[config.mk]
export PLATFORM = sky130hd
export DESIGN_NAME = pipe_stage_reg
export DESIGN_NICKNAME = d
export VERILOG_FILES = /design/src/rtl/pipe_stage_reg.sv
export SDC_FILE = /design/constraint.sdc
export NUM_CORES = 1
export LEC_CHECK = 0
export CAP_MARGIN = 5
export CORE_UTILIZATION = 55
export DETAILED_ROUTE_END_ITERATION = 10
export DONT_BUFFER_PORTS = 1
export GPL_ROUTABILITY_DRIVEN = 1
export HOLD_SLACK_MARGIN = 0.03
export PLACE_DENSITY = 0.72
export SETUP_SLACK_MARGIN = 0.2
export SLEW_MARGIN = 10
export SYNTH_ARGS = -nofsm -noshare
export SYNTH_HDL_FRONTEND = slang
export SYNTH_SLANG_ARGS = --single-unit
[constraint.sdc]
create_clock -name clk -period 4.05 [get_ports clk]
set_clock_uncertainty 0.05 [all_clocks]
set_input_delay 0.6075 -clock clk [delete_from_list [all_inputs] [get_ports clk]]
set_output_delay 0.6075 -clock clk [all_outputs]
set_load 0.02 [all_outputs]
[src/rtl/pipe_stage_reg.sv]
// Valid/ready pipeline stage with optional skid register, flush, occupancy
// and a saturating back-pressure counter.
module pipe_stage_reg #(
   parameter int WIDTH = 32,
   parameter int SKID  = 1,
   parameter int CNT_W = 16
) (
   input  logic             clk,
   input  logic             rst,
   input  logic             flush,
   input  logic             in_valid,
   output logic             in_ready,
   input  logic [WIDTH-1:0] in_data,
   output logic             out_valid,
   input  logic             out_ready,
   output logic [WIDTH-1:0] out_data,
   output logic [1:0]       occupancy,
   output logic [CNT_W-1:0] stall_cnt
);

   logic             mvld_q, mvld_d;
   logic             svld_q, svld_d;
   logic [WIDTH-1:0] main_q, main_d;
   logic [WIDTH-1:0] skid_q, skid_d;
   logic [1:0]       occ_q, occ_d;
   logic [CNT_W-1:0] stall_q, stall_d;
   logic             in_xfer, out_xfer;

   // Skid variant breaks the out_ready -> in_ready path; plain variant keeps it.
   generate
      if (SKID != 0) begin : g_skid
         assign in_ready = !svld_q;
      end else begin : g_noskid
         assign in_ready = !mvld_q || out_ready;
      end
   endgenerate

   always_comb begin
      in_xfer  = in_valid && in_ready;
      out_xfer = mvld_q && out_ready;
      mvld_d   = mvld_q;
      svld_d   = svld_q;
      main_d   = main_q;
      skid_d   = skid_q;
      if (!mvld_q) begin
         if (in_xfer) begin
            mvld_d = 1'b1;
            main_d = in_data;
         end
      end else if (!svld_q) begin
         if (in_xfer && out_xfer) begin
            main_d = in_data;
         end else if (in_xfer) begin
            // Only reachable with SKID=1: without a skid, in_xfer here implies out_xfer.
            svld_d = 1'b1;
            skid_d = in_data;
         end else if (out_xfer) begin
            mvld_d = 1'b0;
         end
      end else if (out_xfer) begin
         main_d = skid_q;
         svld_d = 1'b0;
      end
      // Flush drops everything held; data registers keep their old contents.
      if (flush) begin
         mvld_d = 1'b0;
         svld_d = 1'b0;
         main_d = main_q;
         skid_d = skid_q;
      end
      occ_d   = {1'b0, mvld_d} + {1'b0, svld_d};
      stall_d = stall_q;
      if (mvld_q && !out_ready && (stall_q != {CNT_W{1'b1}}))
         stall_d = stall_q + {{(CNT_W-1){1'b0}}, 1'b1};
   end

   always_ff @(posedge clk) begin
      if (rst) begin
         mvld_q  <= 1'b0;
         svld_q  <= 1'b0;
         main_q  <= '0;
         skid_q  <= '0;
         occ_q   <= 2'd0;
         stall_q <= '0;
      end else begin
         mvld_q  <= mvld_d;
         svld_q  <= svld_d;
         main_q  <= main_d;
         skid_q  <= skid_d;
         occ_q   <= occ_d;
         stall_q <= stall_d;
      end
   end

   assign out_valid = mvld_q;
   assign out_data  = main_q;
   assign occupancy = occ_q;
   assign stall_cnt = stall_q;

endmodule

Word-level counts from Yosys, hierarchy flattened
Cells that the tools add are included.
Widths: inputs -> output; s select.
{ "classes": {"add_sub_neg": 2, "multipliers": 0, "div_mod_pow": 0, "magnitude_cmp": 0, "eq_ne": 3, "n_shift": 0, "n_mux": 16, "bitwise_logic": 3, "n_reduce_logical": 10} }
{ "ops": {"columns": ["cell", "count"], "rows": [
  ["$mux 32", 5],
  ["$add 16x1->16 const B", 1],
  ["$ne 16x16->1 const B", 1],
  ["$mux 1", 11],
  ["$logic_and 1x1->1", 5],
  ["$reduce_and 5->1", 1],
  ["$reduce_and 4->1", 1],
  ["$ne 3x1->1 const B", 1],
  ["$ne 3x2->1 const B", 1],
  ["$not 1->1", 3],
  ["$add 1x1->2", 1],
  ["$logic_not 1->1", 2],
  ["$reduce_bool 2->1", 1]
]} }
{ "totals": {"regBits": 84, "latchBits": 0, "ramBits": 0, "mem_bits_ro": 0, "output_inout_bits": 52, "word_cells": 40, "mem_count": 0} }

Logic depth before layout (Yosys ltp)
{ "logic_depth": {"depth_word": 8, "ltp_mapped": 6, "depth_no_buf": 5} }

Worst setup path after synthesis
No wires, ideal clock.
{ "synth_path": {"kind": "input to register", "from": "input out_ready", "to": "register stall_q[15], in the netlist stall_cnt[15]", "arrival_time_ns": 1.679, "path_slack_ns": 2.250, "stages": 4, "path_buffers": 0, "cell_sequence": "and4b_1 -> nand3_2 -> or4_1 -> a21oi_1"} }
{ "synth_between": {"elab_chain_len": 3} }
{ "synth_rtl": {"columns": ["element", "line_no", "source"], "rows": [
  ["start: declaration", "15", "input logic out_ready,"],
  ["$logic_not 1->1", "73", "if (mvld_q && !out_ready && (stall_q != {CNT_W{1'b1}}))"],
  ["$logic_and 1x1->1 (2 in series)", "73", null],
  ["end signal: assignment", "91", "stall_q <= stall_d;"],
  ["end: declaration", "26", "logic [CNT_W-1:0] stall_q, stall_d;"]
]} }
No other way between the ends.
A chain may end at the register's enable or synchronous reset.

Final worst setup path
{ "layout_path": {"from": "register mvld_q, in the netlist out_valid", "to": "register main_q[30], in the netlist out_data[30]"} }
{ "layout_between": {"elab_chain_len": 4, "word_cells_on_any_way": 7} }
{ "layout_rtl": {"columns": ["element", "line_no", "source"], "rows": [
  ["start: declaration", "21", "logic mvld_q, mvld_d;"],
  ["start signal: assignment", "86", "mvld_q <= mvld_d;"],
  ["$logic_and 1x1->1", "40", "out_xfer = mvld_q && out_ready;"],
  ["$logic_and 1x1->1", "51", "if (in_xfer && out_xfer) begin"],
  ["$ne 3x1->1 (no source line)", null, null],
  ["$reduce_and 4->1 (no source line)", null, null],
  ["end signal: assignment", "88", "main_q <= main_d;"],
  ["end: declaration", "23", "logic [WIDTH-1:0] main_q, main_d;"]
]} }
Parallel ways exist; a longest one is shown, timed or not.

==> metrics.log <==
[metrics] run status: finished with violations
[metrics] violated checks: DRC
[metrics] ratio of cells with drive above 1 in the final layout: 15.0%
[metrics] actual slew at the worst max-slew pin: 0.994 ns
[metrics] stage delay of the slowest cell on the critical path: 0.99 ns
[metrics] Crit Path Category: reg -> reg
[metrics] HPWL reported at the end of detailed placement: ~5100 um
[metrics] synthesized area per cell: 9.40 um2
[metrics] Crit path max-delay family: flip-flops
[metrics] number of remaining DRC errors: 8
[metrics] Yosys warning total: 0
[metrics] number of cells on the critical path: 5
[metrics] worst-case hold slack: ~0.28 ns
[metrics] critical path launch point type: register
[metrics] primary flip-flop cell chosen by synthesis mapping: sky130_fd_sc_hd__dfxtp_1
[metrics] number of cells after detailed placement: 455
[metrics] clock network latency to the later pin of the worst-skew pair: 0.34 ns
[metrics] height of the chip: 84.9 um
[metrics] FF+latch count, synth: 84
[metrics] gate count of the mapped netlist: 402
[metrics] buffers inserted by post-CTS timing repair: 0
[metrics] fin crit share: 66.5%
[metrics] beginning of the worst register-to-register path: out_valid$_SDFF_PP0_
[metrics] Longest Clk Path Bufs: 2
[metrics] CTS Hold Bufs: 0
[metrics] area enclosed by the die boundary: between 7000 and 8000 um2
[metrics] Hold Path Class: in -> reg
[metrics] highest-delay cell along the critical path: sky130_fd_sc_hd__dfxtp_2
[metrics] IO Count: 89
[metrics] critical path endpoint category: register
[metrics] number of H-tree levels: 3
[metrics] pwr dens: approximately 390 nW/um2
[metrics] grt total ovfl: 0
[metrics] Yosys cell types: 44
[metrics] Post-Synthesis Cell Area: 3780 um2
[metrics] Total Wirelength: between 7000 and 8000 um
[metrics] Total Routing Usage GR: 22.9%
[metrics] critical path required time: 4.26 ns
[metrics] final-report hold violation count: 0
[metrics] # clock sinks: 84
[metrics] unrepaired setup endpoints after global routing: no
[metrics] peak supply drop: 0.253 mV
[metrics] pin count of the biggest net entering global routing: 89
[metrics] number of buffers created by CTS: 9
[metrics] series of cell instances along the critical path: nand2_2 -> a221oi_4 -> buf_4 -> nor2_1 -> a311oi_2
[metrics] final net count: 428
[metrics] depth of the worst register-to-register path: 5
[metrics] net count after synthesis: 441
[metrics] final design area excluding fillers: 3970 um2
[metrics] cell at the root of the clock tree: sky130_fd_sc_hd__clkbuf_8
[metrics] number of detailed-route iterations in the first pass: 7
[metrics] width of the die: between 80 and 90 um
[metrics] starting DRC count in detailed routing: 134
[metrics] number of maximum-capacitance constraint violations: 0
[metrics] number of flops mapped to enable cells by yosys: 0
[metrics] remaining antenna violation count: 0
[metrics] CP arrival: 2.90 ns
[metrics] antenna violations before repair: 0
[metrics] shortest period the worst path allows: 2.69 ns
[metrics] placed standard-cell area: 3780 um2
[metrics] most common cell after layout, fill and taps aside: sky130_fd_sc_hd__dfxtp_1
[metrics] CTS clock-pin slew for the worst setup and hold paths: roughly 0.080 ns
[metrics] CTS resizes: 0
[metrics] count of final max-slew check failures: 0
[metrics] final instance count without filler cells: 471
[metrics] Setup-failing EPs final: 0
[metrics] setup total negative slack: 0 ns
[metrics] global-route wire length before repair: 13300 um
[metrics] Core Util, Final: 61.0%
[metrics] port bufs: 0
[metrics] Rel. slew slack: 33.8%
[metrics] achievable frequency: 0.371 GHz
[metrics] start point of the critical path: out_valid$_SDFF_PP0_
[metrics] worst r2r dst: out_data[30]$_SDFFE_PP0P_
[metrics] top library cells by usage in the layout, fill and taps aside: 83 x sky130_fd_sc_hd__dfxtp_1, 74 x sky130_fd_sc_hd__nor2_1, 38 x sky130_fd_sc_hd__nand2_1, 37 x sky130_fd_sc_hd__nand3_1, 33 x sky130_fd_sc_hd__mux2i_1
[metrics] Register-to-Register Setup Slack: 1.36 ns
[metrics] crit path capture: out_data[30]$_SDFFE_PP0P_
[metrics] via/cell ratio: 6.14
[metrics] Buf+Inv Stages, Crit Path: 1
[metrics] sequential element share of the synthesized area: 44.5%
[metrics] layout-stage area growth over the synthesis result: 4.97%
[metrics] TritonCTS clock tree: yes
[metrics] post-synthesis async set-or-reset flop share: 0%
[metrics] vias in the first global route: 2850
[metrics] Max Fanout on Critical Path: 42
[metrics] routed wirelength normalized by instance count: roughly 17 um
[metrics] count of antenna diodes in the layout: 0
[metrics] number of vias in the routed layout: slightly below 3000
[metrics] leakage power summed over all cells: 1.31 nW
[metrics] row cnt: 29
[metrics] total core area: roughly 6500 um2
[metrics] gpl congestion: 0.822
[metrics] initial core utilization: 58.2%
## sequential cells by signal (all words and copies together) (netlist names)
register,cells
occupancy,2
stall_cnt,16
svld_q,1
skid_q,32
out_valid,1
out_data,32
## how the worst min path moves through the flow
stage,start,endpoint,slack [ns],depth (start not counted)
5_1_grt,rst,out_data[25]$_SDFFE_PP0P_,0.24,1
3_3_place_gp,skid_q[23]$_SDFFE_PP0P_,out_data[23]$_SDFFE_PP0P_,0.42,2
4_1_cts,rst,out_data[27]$_SDFFE_PP0P_,0.26,1
6_report,rst,out_data[27]$_SDFFE_PP0P_,0.28,1
2_1_floorplan,skid_q[0]$_SDFFE_PP0P_,skid_q[0]$_SDFFE_PP0P_,0.41,2
3_5_place_dp,skid_q[22]$_SDFFE_PP0P_,out_data[22]$_SDFFE_PP0P_,0.43,2
## logic make-up after synthesis
group / count (synthesis) / share of synthesized area [%]
buffers and inverters: 33 / 4.47
multiplexers: 34 / 9.04
AND/OR/NAND/NOR: 187 / 23.7
adder cells (fa/ha/maj): 2 / 0.662
AO/OA/AOI/OAI: 62 / 17.6
flip-flops: 84 / 44.5
## synthesized netlist by cell type (all sizes together) (5+ instances only)
library cell  instances  area share, %
o21ai                 5           0.66
dfxtp                84             45
mux2i                33            8.7
buf                  12            2.4
a311oi               33             12
nor2b                 5           0.83
a21oi                 8            1.1
nand3                39            5.4
clkbuf               17            1.7
nand2b                6            1.2
or4                   6            1.2
nor2                 74            7.4
nand2                39            3.9
## power breakdown
| group | switching (W) | leakage (nW) | internal (W) |
|---|---|---|---|
| Sequential | 0.0000550 | 0.684 | 0.000852 |
| Combinational | 0.0000448 | 0.531 | 0.0000403 |
| Clock | 0.000287 | 0.0982 | 0.000270 |
## metrics by stage
| stage | worst slack (ns) | power, W |
|---|---|---|
| 2_1_floorplan | 2.25 | 0.00101 |
| 3_3_place_gp | 1.44 | 0.00101 |
| 3_5_place_dp | 1.38 | 0.00101 |
| 4_1_cts | 1.38 | 0.00156 |
| 5_1_grt | 1.17 | 0.00162 |
| 6_report | 1.36 | 0.00155 |
## metal layers
metal / global-route usage [%] / wire length, um
met1: 28.2 / 3440
met2: 37.0 / 3700
met3: 9.24 / 709
met4: 7.09 / 114
met5: 0 / 0
## worst reg2reg max path, stage by stage, from the launching register on
cell                       delay (ns)
sky130_fd_sc_hd__dfxtp_2         0.99
sky130_fd_sc_hd__nand2_2         0.18
sky130_fd_sc_hd__a221oi_4        0.58
sky130_fd_sc_hd__buf_4           0.46
sky130_fd_sc_hd__nor2_1          0.11
sky130_fd_sc_hd__a311oi_2        0.25
## cell type report
class / count / area, um2
flip-flops and latches: 84 / 1680
multi-input cells: 285 / 1930
clock buffers: 12 / 165
inverters: 4 / 15.0
repair buffers: 5 / 50.0
well taps: 77 / 96.3
clock inverters: 4 / 22.5
fillers: 563 / 2530
No activity file was read; power rests on OpenSTA's default activity.
